==> src/rtl/riscv_divider_pkg.sv <==
// Shared definitions for the RV32M divide unit: widths, M-extension encodings,
// operation and FSM state enums, and small op-decoding helpers.
package riscv_divider_pkg;

  localparam int DIV_XLEN        = 32;
  localparam int DIV_REG_INDEX_W = 5;
  localparam int REG_COUNT       = 32;

  localparam logic [6:0] FUNCT7_MULDIV = 7'b0000001;
  localparam logic [2:0] FUNCT3_DIV    = 3'b100;
  localparam logic [2:0] FUNCT3_DIVU   = 3'b101;
  localparam logic [2:0] FUNCT3_REM    = 3'b110;
  localparam logic [2:0] FUNCT3_REMU   = 3'b111;

  // Low two bits of funct3 select the operation.
  typedef enum logic [1:0] {
    OP_DIV  = 2'b00,
    OP_DIVU = 2'b01,
    OP_REM  = 2'b10,
    OP_REMU = 2'b11
  } div_op_e;

  typedef enum logic [1:0] {
    ST_IDLE = 2'b00,
    ST_CALC = 2'b01,
    ST_DONE = 2'b10
  } div_state_e;

  function automatic logic op_is_signed(input logic [1:0] op);
    return ~op[0];
  endfunction

  function automatic logic op_is_rem(input logic [1:0] op);
    return op[1];
  endfunction

endpackage

==> src/rtl/riscv_divider_if.sv <==
// Request/writeback bundle between decode/register-read, the divider and the register file.
interface riscv_divider_if #(
  parameter int XLEN        = 32,
  parameter int REG_INDEX_W = 5
);
  logic                   start;
  logic                   kill;
  logic [1:0]             op;
  logic [XLEN-1:0]        src1;
  logic [XLEN-1:0]        src2;
  logic [REG_INDEX_W-1:0] dst_index;
  logic                   busy;
  logic                   enable_write_rd;
  logic [REG_INDEX_W-1:0] rd_index;
  logic [XLEN-1:0]        rd;

  modport master (
    output start, kill, op, src1, src2, dst_index,
    input  busy, enable_write_rd, rd_index, rd
  );

  modport slave (
    input  start, kill, op, src1, src2, dst_index,
    output busy, enable_write_rd, rd_index, rd
  );
endinterface

==> src/rtl/riscv_div_core.sv <==
// Unsigned radix-2 restoring divider: one quotient bit per cycle, MSB first,
// XLEN iterations after start. Results are valid the cycle after done.
module riscv_div_core #(
  parameter int XLEN = 32
) (
  input  logic            clock,
  input  logic            reset,
  input  logic            start,
  input  logic            abort,
  input  logic [XLEN-1:0] dividend,
  input  logic [XLEN-1:0] divisor,
  output logic            done,
  output logic [XLEN-1:0] quotient,
  output logic [XLEN-1:0] remainder
);

  localparam int                CNT_W    = $clog2(XLEN);
  localparam logic [CNT_W-1:0]  LAST_CNT = CNT_W'(XLEN - 1);

  logic             active;
  logic [CNT_W-1:0] count;
  logic [XLEN-1:0]  divisor_q;
  logic [XLEN-1:0]  rem_q;
  logic [XLEN-1:0]  quo_q;
  logic [XLEN:0]    partial;
  logic [XLEN:0]    trial;
  logic             fits;

  // quo_q starts as the dividend and shifts quotient bits in from the right
  // as dividend bits leave from the left, so one register serves both roles.
  always_comb begin
    partial = {rem_q, quo_q[XLEN-1]};
    trial   = partial - {1'b0, divisor_q};
    fits    = ~trial[XLEN];
  end

  // High during the final iteration; quotient/remainder settle on that edge.
  assign done = active && (count == LAST_CNT);

  // NOTE: state is updated with non-blocking assignments so every register
  // samples the pre-edge value of its neighbours, matching real flip-flops.
  always_ff @(posedge clock) begin
    if (!reset) begin
      active    <= 1'b0;
      count     <= '0;
      divisor_q <= '0;
      rem_q     <= '0;
      quo_q     <= '0;
    end else if (abort) begin
      active <= 1'b0;
    end else if (start) begin
      active    <= 1'b1;
      count     <= '0;
      divisor_q <= divisor;
      rem_q     <= '0;
      quo_q     <= dividend;
    end else if (active) begin
      rem_q <= fits ? trial[XLEN-1:0] : partial[XLEN-1:0];
      quo_q <= {quo_q[XLEN-2:0], fits};
      count <= count + 1'b1;
      if (done) active <= 1'b0;
    end
  end

  assign quotient  = quo_q;
  assign remainder = rem_q;

endmodule

==> src/rtl/riscv_divider.sv <==
// RV32M DIV/DIVU/REM/REMU unit: sign handling, special cases, flush and
// register-file writeback around the unsigned iterative core.
module riscv_divider
  import riscv_divider_pkg::*;
#(
  parameter int XLEN        = DIV_XLEN,
  parameter int REG_INDEX_W = DIV_REG_INDEX_W
) (
  input logic             clock,
  input logic             reset,
  riscv_divider_if.slave  bus
);

  localparam logic [XLEN-1:0] MIN_NEG = {1'b1, {(XLEN-1){1'b0}}};

  div_state_e             state, state_next;
  logic                   accept;
  logic                   write_now;

  div_op_e                op_q;
  logic [REG_INDEX_W-1:0] dst_q;
  logic                   q_neg_q;
  logic                   r_neg_q;
  logic                   special_q;
  logic [XLEN-1:0]        special_res_q;
  logic                   busy_q;
  logic                   wr_q;
  logic [REG_INDEX_W-1:0] rd_index_q;
  logic [XLEN-1:0]        rd_q;

  logic                   src1_neg, src2_neg;
  logic [XLEN-1:0]        src1_mag, src2_mag;
  logic                   div_by_zero, overflow, special;
  logic [XLEN-1:0]        special_res;

  logic                   core_done;
  logic [XLEN-1:0]        core_quo, core_rem;
  logic [XLEN-1:0]        quo_signed, rem_signed, result;

  // Operand conditioning on the request inputs; only sampled on acceptance.
  always_comb begin
    src1_neg    = op_is_signed(bus.op) & bus.src1[XLEN-1];
    src2_neg    = op_is_signed(bus.op) & bus.src2[XLEN-1];
    src1_mag    = src1_neg ? -bus.src1 : bus.src1;
    src2_mag    = src2_neg ? -bus.src2 : bus.src2;
    div_by_zero = (bus.src2 == '0);
    overflow    = op_is_signed(bus.op) && (bus.src1 == MIN_NEG) && (bus.src2 == '1);
    special     = div_by_zero | overflow;
    if (div_by_zero) special_res = op_is_rem(bus.op) ? bus.src1 : '1;
    else             special_res = op_is_rem(bus.op) ? '0 : MIN_NEG;
  end

  always_ff @(posedge clock) begin
    if (!reset) state <= ST_IDLE;
    else        state <= state_next;
  end

  // NOTE: every output of this block gets a default first so no path through
  // the case leaves a signal unassigned and a latch is never inferred.
  always_comb begin
    state_next = state;
    accept     = 1'b0;
    write_now  = 1'b0;
    if (bus.kill) begin
      state_next = ST_IDLE;
    end else begin
      unique case (state)
        ST_IDLE: begin
          if (bus.start && !busy_q) begin
            accept     = 1'b1;
            state_next = special ? ST_DONE : ST_CALC;
          end
        end
        ST_CALC: if (core_done) state_next = ST_DONE;
        ST_DONE: begin
          write_now  = 1'b1;
          state_next = ST_IDLE;
        end
        default: state_next = ST_IDLE;
      endcase
    end
  end

  riscv_div_core #(.XLEN(XLEN)) u_core (
    .clock     (clock),
    .reset     (reset),
    .start     (accept && !special),
    .abort     (bus.kill),
    .dividend  (src1_mag),
    .divisor   (src2_mag),
    .done      (core_done),
    .quotient  (core_quo),
    .remainder (core_rem)
  );

  always_comb begin
    quo_signed = q_neg_q ? -core_quo : core_quo;
    rem_signed = r_neg_q ? -core_rem : core_rem;
    if (special_q)            result = special_res_q;
    else if (op_is_rem(op_q)) result = rem_signed;
    else                      result = quo_signed;
  end

  // NOTE: the writeback registers are reset because they drive the register
  // file port directly and must read as zero after reset.
  always_ff @(posedge clock) begin
    if (!reset) begin
      op_q          <= OP_DIV;
      dst_q         <= '0;
      q_neg_q       <= 1'b0;
      r_neg_q       <= 1'b0;
      special_q     <= 1'b0;
      special_res_q <= '0;
      busy_q        <= 1'b0;
      wr_q          <= 1'b0;
      rd_index_q    <= '0;
      rd_q          <= '0;
    end else begin
      wr_q <= write_now;
      if (accept) begin
        op_q          <= div_op_e'(bus.op);
        dst_q         <= bus.dst_index;
        q_neg_q       <= src1_neg ^ src2_neg;
        r_neg_q       <= src1_neg;
        special_q     <= special;
        special_res_q <= special_res;
      end
      if (write_now) begin
        rd_q       <= result;
        rd_index_q <= dst_q;
      end
      // busy covers the strobe cycle too, so it drops one edge after wr_q.
      if (bus.kill)    busy_q <= 1'b0;
      else if (accept) busy_q <= 1'b1;
      else if (wr_q)   busy_q <= 1'b0;
    end
  end

  assign bus.busy            = busy_q;
  assign bus.enable_write_rd = wr_q;
  assign bus.rd_index        = rd_index_q;
  assign bus.rd              = rd_q;

endmodule

==> src/flat_wrapper.sv <==
// flat-port wrapper written by rule: the top's interface ports become plain ports
module riscv_divider_flat import riscv_divider_pkg::*;
#(
  parameter int XLEN        = DIV_XLEN,
  parameter int REG_INDEX_W = DIV_REG_INDEX_W
)
  (clock, reset, bus_start, bus_kill, bus_op, bus_src1, bus_src2, bus_dst_index, bus_busy, bus_enable_write_rd, bus_rd_index, bus_rd);
  riscv_divider_if #(.XLEN(XLEN), .REG_INDEX_W(REG_INDEX_W)) bus_i ();
  input logic clock;
  input logic reset;
  input wire logic [$bits(bus_i.start)-1:0] bus_start;
  input wire logic [$bits(bus_i.kill)-1:0] bus_kill;
  input wire logic [$bits(bus_i.op)-1:0] bus_op;
  input wire logic [$bits(bus_i.src1)-1:0] bus_src1;
  input wire logic [$bits(bus_i.src2)-1:0] bus_src2;
  input wire logic [$bits(bus_i.dst_index)-1:0] bus_dst_index;
  output wire logic [$bits(bus_i.busy)-1:0] bus_busy;
  output wire logic [$bits(bus_i.enable_write_rd)-1:0] bus_enable_write_rd;
  output wire logic [$bits(bus_i.rd_index)-1:0] bus_rd_index;
  output wire logic [$bits(bus_i.rd)-1:0] bus_rd;
  assign bus_i.start = bus_start;
  assign bus_i.kill = bus_kill;
  assign bus_i.op = bus_op;
  assign bus_i.src1 = bus_src1;
  assign bus_i.src2 = bus_src2;
  assign bus_i.dst_index = bus_dst_index;
  assign bus_busy = bus_i.busy;
  assign bus_enable_write_rd = bus_i.enable_write_rd;
  assign bus_rd_index = bus_i.rd_index;
  assign bus_rd = bus_i.rd;
  riscv_divider #(.XLEN(XLEN), .REG_INDEX_W(REG_INDEX_W)) u_core (.clock(clock), .reset(reset), .bus(bus_i));
endmodule
==> config.mk <==
export PLATFORM = sky130hd
export DESIGN_NAME = riscv_divider_flat
export DESIGN_NICKNAME = d
export VERILOG_FILES = /design/src/rtl/riscv_divider_pkg.sv /design/src/rtl/riscv_divider_if.sv /design/src/rtl/riscv_div_core.sv /design/src/rtl/riscv_divider.sv /design/src/flat_wrapper.sv
export SDC_FILE = /design/constraint.sdc
export NUM_CORES = 1
export LEC_CHECK = 0
export ABC_AREA = 1
export CAP_MARGIN = 20
export CORE_MARGIN = 4
export CORE_UTILIZATION = 40
export DETAILED_ROUTE_END_ITERATION = 10
export GPL_ROUTABILITY_DRIVEN = 0
export PLACE_DENSITY = 0.55
export SETUP_SLACK_MARGIN = 0.15
export SYNTH_ARGS = -nofsm -noshare
export SYNTH_HDL_FRONTEND = slang
export SYNTH_HIERARCHICAL = 1
export SYNTH_SLANG_ARGS = --single-unit
==> constraint.sdc <==
create_clock -name clock -period 2.8 [get_ports clock]
set_input_delay 0.56 -clock clock [delete_from_list [all_inputs] [get_ports clock]]
set_output_delay 0.56 -clock clock [all_outputs]
set_load 0.005 [all_outputs]
**Word-level counts from Yosys, hierarchy flattened**

Index checks and enable logic that the tools add are counted.

- Register bits: 185
- Output and inout port bits: 39
- Logic and storage cells: 82
- Bits of input ports: 75

- Reduce and logical (&&, ||, !) cells: 15
- Muxes and demuxes: 30
- Add/sub/neg operators: 6
- Equal/unequal tests: 7
- Bitwise gates (word level): 8

Operators with widths:

| cell | count |
|---|---|
| 2-to-1 mux 32 bit | 14 |
| negator 32 bit | 4 |
| == test 32 bit (second input constant) | 2 |
| subtractor 33 x 32 -> 33 bit | 1 |
| logical NOT 32 bit | 1 |
| 2-to-1 mux 1 bit | 10 |
| 2-to-1 mux 5 bit | 2 |
| 2-to-1 mux 2 bit | 3 |
| AND reduction 2 bit | 3 |
| adder 5 x 1 -> 5 bit (second input constant) | 1 |
| == test 5 bit (second input constant) | 1 |
| logical AND 1 bit | 5 |
| != test 2 x 1 -> 1 bit (second input constant) | 2 |
| NOT 1 bit | 4 |
| case mux 2 bit (2 select lines) | 1 |
| nonzero test 2 bit | 2 |
| bitwise AND 1 bit | 2 |
| == test 2 x 1 -> 1 bit (second input constant) | 1 |
| == test 2 bit (second input constant) | 1 |
| logical NOT 1 bit | 2 |
| logical NOT 2 bit | 1 |
| OR reduction 2 bit | 1 |
| OR 1 bit | 1 |
| bitwise XOR 1 bit | 1 |

**Depth between registers and ports, before layout**

Gate-level depths: netlist of run 1.

- Word-level depth: 8
- Mapped depth: 19
- Mapped depth without buffers: 18

**Cells and area by module**

Netlist of run 1, hierarchy kept.

By module, submodules not included:

| module | instances | cells each | sequential area each (um2) | area each (um2) |
|---|---|---|---|---|
| riscv_divider | 1 | 1285 | 1641.6 | 7830.0 |
| riscv_div_core | 1 | 1184 | 2042.0 | 7343.3 |

**Least setup slack after synthesis of run 1**

Ideal clock, no wire load.

- Path kind: input to register
- Start: input bus_src1[1]
- End: register u_core.u_core.rem_q[12], in the netlist u_core/u_core/remainder[12]
- Stages: 18
- Buffers on the path: 2
- Slack: 180 ps
- Setup time: 70 ps
- Data arrival time: 2550 ps
- Required time: 2730 ps
- Cell sequence: inv_2 -> ha_1 -> nand3_2 -> nor2_4 -> nand4_1 -> nor3_1 -> nand2_1 -> nand3_1 -> inv_1 -> buf_2 -> inv_2 -> nor2_1 -> inv_2 -> nand2_1 -> inv_1 -> clkbuf_1 -> nand2_1 -> a21oi_2

- Cells in the longest elaborated chain, start to end: 8
- Elaborated cells between the ends (all ways): 9
- Those cells by class: 1 x eq/ne; 1 x mux; 1 x bitwise; 6 x reduce/logical

RTL lines:

| what | RTL line | source |
|---|---|---|
| from (decl) | flat_wrapper.sv:14 | `input wire logic [$bits(bus_i.src1)-1:0] bus_src1;` |
| == test 32 bit * | riscv_divider.sv:47 | `overflow = op_is_signed(bus.op) && (bus.src1 == MIN_NEG) && (bus.src2 == '1);` |
| logical AND 1 bit * (2 in a row) | riscv_divider.sv:47 |  |
| OR 1 bit * | riscv_divider.sv:48 | `special = div_by_zero \| overflow;` |
| logical NOT 1 bit * | riscv_divider.sv:87 | `.start (accept && !special),` |
| logical AND 1 bit * | riscv_divider.sv:87 |  |
| nonzero test 2 bit (no source line) | -- |  |
| AND reduction 2 bit (no source line) | -- |  |
| to (signal assigned) | riscv_div_core.sv:58 | `rem_q <= fits ? trial[XLEN-1:0] : partial[XLEN-1:0];` |
| to (decl) | riscv_div_core.sv:23 | `logic [XLEN-1:0] rem_q;` |

Every way passes the cells marked *; elsewhere a longest branch is shown, timed or not.
A chain may end at the register's enable or synchronous reset.

**Worst setup path after layout of run 1**

- Start: input bus_src1[5]
- End: register u_core.u_core.rem_q[19], in the netlist u_core/u_core/remainder[19]

The elaborated chain is that of the path after synthesis.

==> results of run 1 <==
-- timing repair --
item | CTS | global route
setup endpoints to repair | 91 | 89
resized for setup | 7 | 21
pin swaps | 4 | 9
setup buffers | 6 | 2
cloned | 1 | 3
-- cells by family (layout without fill, tap and decap cells) --
| kind of cell | after synthesis | after routing | share of synthesized area [%] |
|---|---|---|---|
| xor+xnor | 73 | 73 | 4.21 |
| fa+ha+maj | 40 | 40 | 3.35 |
| compound gates | 398 | 398 | 16.8 |
| flops | 184 | 184 | 24.3 |
| buf+inv | 450 | 674 | 12.0 |
| simple gates | 1324 | 1325 | 39.3 |
-- cell type report --
type / count / share of cell area (%)
clock buffers: 19 / 2.43
clock inverters: 13 / 0.711
inverters: 352 / 7.13
multi-input cells: 1836 / 52.4
flip-flops and latches: 184 / 19.7
well taps: 511 / 3.43
repair buffers: 290 / 14.2
-- routing by layer --
metal	track usage (%)	vias to the layer above	routed length, microns
met4	5.43	0	909
met2	38.9	516	23200
met3	4.41	48	3640
li1	-	8327	-
met5	0	-	0
met1	36.0	7506	25100
-- worst min-delay path, stage by stage, from the launching register on --
cell and delay [ps]:
dfxtp_1 300, inv_1 60, a21oi_1 60
-- final timing paths --
check | start | endpoint | slack [ps] | cells after the start
max | bus_src1[5] | u_core/u_core/remainder[19] | 180 | 18
min | u_core/special_res_q[31] | u_core/special_res_q[31] | 460 | 2
max reg2reg | u_core/u_core/quotient[31] | u_core/u_core/remainder[30] | 250 | 18
min reg2reg | u_core/special_res_q[31] | u_core/special_res_q[31] | 460 | 2
-- power by group --
part | leakage (nW) | internal, mW | switching [mW]
combinational | 7.11 | 0.821 | 1.52
clock | 0.288 | 1.30 | 1.20
sequential | 1.49 | 2.69 | 0.0781
total | 8.89 | 4.81 | 2.81
-- cells in the final DEF, fill, tap and decap left out, drive strengths merged --
master | synthesis | layout
nand2 | 746 | 747
a21oi | 185 | 185
a41oi | 1 | 1
dfxtp | 184 | 184
buf | 32 | 176
nand3 | 201 | 201
nand3b | 12 | 12
clkinvlp | 0 | 1
clkdlybuf4s50 | 0 | 110
nor3 | 22 | 22
o31ai | 3 | 3
a31oi | 33 | 33
fa | 1 | 1
nor2 | 290 | 290
and3 | 1 | 1
a21o | 2 | 2
clkbuf | 66 | 21
xor2 | 50 | 50
o221ai | 1 | 1
o21bai | 1 | 1
o21ai | 130 | 130
inv | 350 | 357
xnor2 | 23 | 23
o211ai | 42 | 42
dlygate4sd2 | 0 | 1
ha | 39 | 39
clkinv | 2 | 6
dlymetal6s2s | 0 | 1
bufinv | 0 | 1
or2 | 3 | 3
and2 | 4 | 4
nand4 | 38 | 38
nor4 | 7 | 7
-- stage by stage --
stage / TNS, ps / power, mW / area [sq um]
2_1_floorplan: 0 / 4.31 / 15200
3_3_place_gp: -31840 / 5.06 / 17800
3_5_place_dp: -37970 / 5.08 / 17800
4_1_cts: 0 / 7.59 / 18500
5_1_grt: 0 / 8.02 / 18700
6_report: 0 / 7.62 / 18700
-- state kept, by name (all words and copies together), names as in the netlist, 2 cells and up --
name / count
u_core/dst_q: 5
u_core/bus.rd: 32
u_core/bus.rd_index: 5
u_core/u_core/remainder: 32
u_core/special_res_q: 32
u_core/state: 2
u_core/u_core/quotient: 32
u_core/u_core/divisor_q: 32
u_core/u_core/count: 5
==> impl_results.md, run 1 <==
* Outcome: completed
* Yosys reg bits at 184
* Vias per cell at 5.12
* Initial core utilization at 40.4%
* Initial drt markers at 1326
* Synthesized instance count at 2469
* Clock skew at 12.2 ps
* H-tree lvl count at 4
* Vias in the first global route at 15400
* Final ANT Viol Nets at 0
* Worst min path class: reg -> reg
* Cts bufs inserted at 17
* Lkg Pwr at 8.89 nW
* Post-Syn Area at 15200 sq um
* Top cells by count, synth: nand2_1, inv_1, nor2_1
* Share of cells above drive strength 1 at 17.3%
* Max-Cap Viols at 0
* Hold slack at 460 ps
* PwrDens at 408 nW/um^2
* Core box area at 37600 sq um
* CTS Sinks at 184
* Crit-path cells: clkdlybuf4s50_1, nor2_2, nand2_1, nor2_4, nand4_1, nor3_2, nand2_1, nand3_2, inv_2, inv_2, nor2_2, inv_2, nand2_8, inv_6, buf_12, buf_12, nand2_1, a21oi_2
* Antenna diode count at 0
* Worst path required time at 3180 ps
* Storage cell area at 3680 sq um
* Post-Place Cells at 3161
* Initial antenna violation count at 1
* Util after Layout at 49.7%
* Worst path bufs/invs at 7
* Tmin final at 2620 ps
* Crit path DAT at 3000 ps
* Slew HR at 52.8%
* Slew Viols, Final at 0
* Worst setup margin at 179 ps
* Die height at 203 microns
* Crit path kind: in -> reg
* CTS tree: built
* Post-DP HPWL at 41.1 mm
* Final cell count without fillers at 3205
* Grt ovf at 0
* CP Max Fanout at 15
* Synth Flop Type: dfxtp_1
* Setup violations, final at 0
* Mapped Nets at 2584
* Drt pass-1 iters at 6
* Maximum vdd drop at 0.000441 V
* Top delay family on crit path: simple AND/OR/NAND/NOR gates
* Most common cell in the netlist: nand2_1
* Wire per inst at 16.5 microns
* Distinct cells, synth at 54
* Crit start category: input pin
* Total wire length at 52.8 mm
* Final period utilization at 93.6%
* Synth area leader: dfxtp_1
* Sequential-to-total area share from yosys stat at 24.3%
* First-pass GRT wire length at 82.7 mm
* Final hold violation count at 0
* Row cnt at 71
* Hold buffers post-CTS at 0
* Die area at 41100 sq um
* Slowest stage delay, CP at 460 ps
* I/O Pins at 114
* Avg Cell Area, Syn at 6.15 sq um
* Layout fillers at 3910
* Chip Width at 203 microns
* DR DRC count at 0
* Synth async-reset ratio at 0%
* Area of the multi-input gates at 9770 sq um
* Ys Warns at 6
* Max Root-Sink Buffers at 2
* Area Overhead vs Synth at 23.0%
* Post-synth EDFFs at 0
* Clock root buffer: clkbuf_16
* Slowest CP cell: clkdlybuf4s50_1
* Detailed-route via count at 16400
* Max Fclk at 382 MHz
* Pre-CTS setup slack at -447 ps
* Crit end category: flip-flop
* Area contributors post-synth: dfxtp_1, nand2_1, inv_1
* Clock-pin slew on the worst setup and hold paths at 80 ps
* Final net count at 2796
* Synth top area share at 24.3%
* I/O Buffers at 113
* Largest net degree at the start of global routing at 72
* Gr usage total at 24.9%
* Worst-Skew Late Latency at 450 ps
* RSZ-0062 raised after global routing: yes
* Slew @ Worst Pin at 707 ps
(Power assumes the default switching activity.)
==> run 2, diff against run 1 <==
Settings changed: GPL_ROUTABILITY_DRIVEN 0 to not set.
Clock period 2.8 ns to 3.2 ns, I/O delays scaled along.
==> run 2 against run 1 <==
  * Non-clock buffer count down 102
  * Power down 11%
  * Utilization down 2.4 points
==> impl_results.md, run 2 (synthesis gave the netlist of run 1 again) <==
* Outcome: completed
* I/O Buffers at 113
* I/O Pins at 114
* Initial core utilization at 40.4%
* Vias per cell at 5.08
* Crit path kind: in -> reg
* Slew HR at 39.3%
* Worst hold stages at 2
* Max Root-Sink Buffers at 2
* Met3 wire len at 2.96 mm
* Worst min path class: reg -> reg
* Slew @ Worst Pin at 909 ps
* Clock-pin slew on the worst setup and hold paths at 70 ps
* PwrDens at 381 nW/um^2
* Reg2reg path depth at 18
* Post-Place Cells at 3070
* Most frequent cells in the layout: nand2_1, inv_1, nor2_1, dfxtp_1, nand3_1
* Crit end category: flip-flop
* Crit-path cells: clkdlybuf4s50_1, inv_2, ha_1, nand3_2, nor2_4, nand4_1, nor3_2, nand2_1, nand3_1, inv_1, inv_2, nor2_1, inv_2, nand2_2, buf_12, nand2_1, xor2_1, nor2_1
* Final net count at 2693
* H-tree lvl count at 4
* Die height at 203 microns
* Final period utilization at 87.4%
* DR DRC count at 0
* Cts bufs inserted at 17
* Clock root buffer: clkbuf_16
* Core box area at 37600 sq um
* Worst path required time at 3540 ps
* Final hold violation count at 0
* Slowest stage delay, CP at 470 ps
* Lkg Pwr at 8.36 nW
* Metal2 WL at 21.9 mm
* Hold slack at 463 ps
* Initial antenna violation count at 0
* Share of cells above drive strength 1 at 13.4%
* CTS Sinks at 184
* Commonest non-fill, non-tap cell in the layout: nand2_1
* Max Fclk at 357 MHz
* Reg2reg end: u_core/u_core/remainder[30]
* Worst-Skew Late Latency at 450 ps
* Worst r2r src: u_core/u_core/quotient[31]
* Final ANT Viol Nets at 0
* Drt pass-1 iters at 5
* Max Used Layer: met4
* Vias in the first global route at 14600
* Setup violations, final at 0
* Wire per inst at 16.7 microns
* Crit start category: input pin
* Antenna diode count at 0
* Grt ovf at 0
* Post-DP HPWL at 41.0 mm
* Largest net degree at the start of global routing at 72
* RSZ-0062 raised after global routing: no
* Worst hold endpoint: u_core/u_core/divisor_q[4]
* Metal-1 WL at 26.0 mm
* Initial drt markers at 1360
* Clock skew at 17.1 ps
* Slew Viols, Final at 0
* Max-Cap Viols at 0
* RePlAce Congestion at 0.982
* CP most frequent cell: inv_2
* Final Power at 6.77 mW
* Crit path DAT at 3140 ps
* Min-delay src: u_core/u_core/divisor_q[4]
* Fin area at 17800 sq um
* Row cnt at 71
* Tmin final at 2800 ps
* Slowest CP cell: clkdlybuf4s50_1
* Chip Width at 203 microns
* Hold buffers post-CTS at 0
* Gr usage total at 24.8%
* R2R Setup Slk at 480 ps
* Detailed-route via count at 15800
* Placed Area at 17100 sq um
* First-pass GRT wire length at 81.3 mm
* Die area at 41100 sq um
* CP Max Fanout at 71
* Maximum vdd drop at 0.000412 V
* Area Overhead vs Synth at 17.1%
* Final cell count without fillers at 3100
* Layout fillers at 4008
* CTS tree: built
* Total wire length at 51.9 mm
run 2: changes by cell type in the layout (fill, tap and decap cells not counted), moves of 3 or more:
| cell | delta |
|---|---|
| buf_4 | -96 |
| bufinv_16 | +4 |
| inv_6 | -4 |
| buf_12 | -3 |
| nand2_8 | -3 |
| nor2_1 | +3 |
| nor2_2 | -3 |
| o21ai_0 | +3 |
| o21ai_1 | -3 |
run 2: how the worst max path moves through the flow:
stage | endpoint | cells after the start | slack (ps) | start
floorplan | u_core/u_core/remainder[12] | 18 | 500 | bus_src1[1]
global placement | u_core/u_core/count[2] | 18 | -130 | bus_src1[1]
detailed placement | u_core/u_core/count[2] | 18 | -160 | bus_src1[1]
CTS | u_core/u_core/count[2] | 18 | 310 | bus_src1[1]
global route | u_core/u_core/count[3] | 18 | 200 | bus_src1[1]
finish | u_core/u_core/count[2] | 18 | 400 | bus_src1[1]
run 2: per-layer routing:
layer	up-vias	GRT usage [%]
met5	-	0
met4	0	6.09
met3	44	3.47
met2	473	37.5
met1	7126	37.1
li1	8109	-
run 2: cell type report:
cell class                 instances  area [sq um]  share of cell area [%]
clock inverter                    12           211                    1.19
inverter                         352          1330                    7.46
sequential                       184          3680                    20.7
timing repair buffer             188          1790                    10.1
clock buffer                      18           439                    2.47
multi-input combinational       1835          9670                    54.5
tap                              511           639                    3.60
run 2: stage by stage:
step	setup TNS (ps)	setup slack, ps	utilization (%)
2_1_floorplan	0	500	-
3_3_place_gp	-4680	-127	45.5
3_5_place_dp	-8830	-159	45.5
4_1_cts	0	313	47.3
5_1_grt	0	199	47.3
6_report	0	403	47.3
run 2: repair_timing:
action | 4_1_cts | 5_1_grt
endpoints found under the setup margin | 0 | 85
buffers inserted | 0 | 0
gates resized for setup | 0 | 1
run 2: where the power goes:
part | switching, mW | internal, mW | total [mW] | leakage, nW
Combinational | 1.30 | 0.636 | 1.94 | 6.56
Sequential | 0.0710 | 2.35 | 2.42 | 1.49
Clock | 0.996 | 1.41 | 2.41 | 0.311
run 2: critical path, delay by kind of cell:
family                   cells  cell delay (ps)
AND/OR/NAND/NOR             10             1170
buffers and inverters        6              980
adder cells (fa/ha/maj)      1              180
XOR/XNOR                     1              160
==> run 3, diff against run 2 <==
Settings changed: SKIP_CTS_REPAIR_TIMING set to 1.
==> results of run 3 <==
The final DEF is identical to that of run 2; final timing and power are the same.
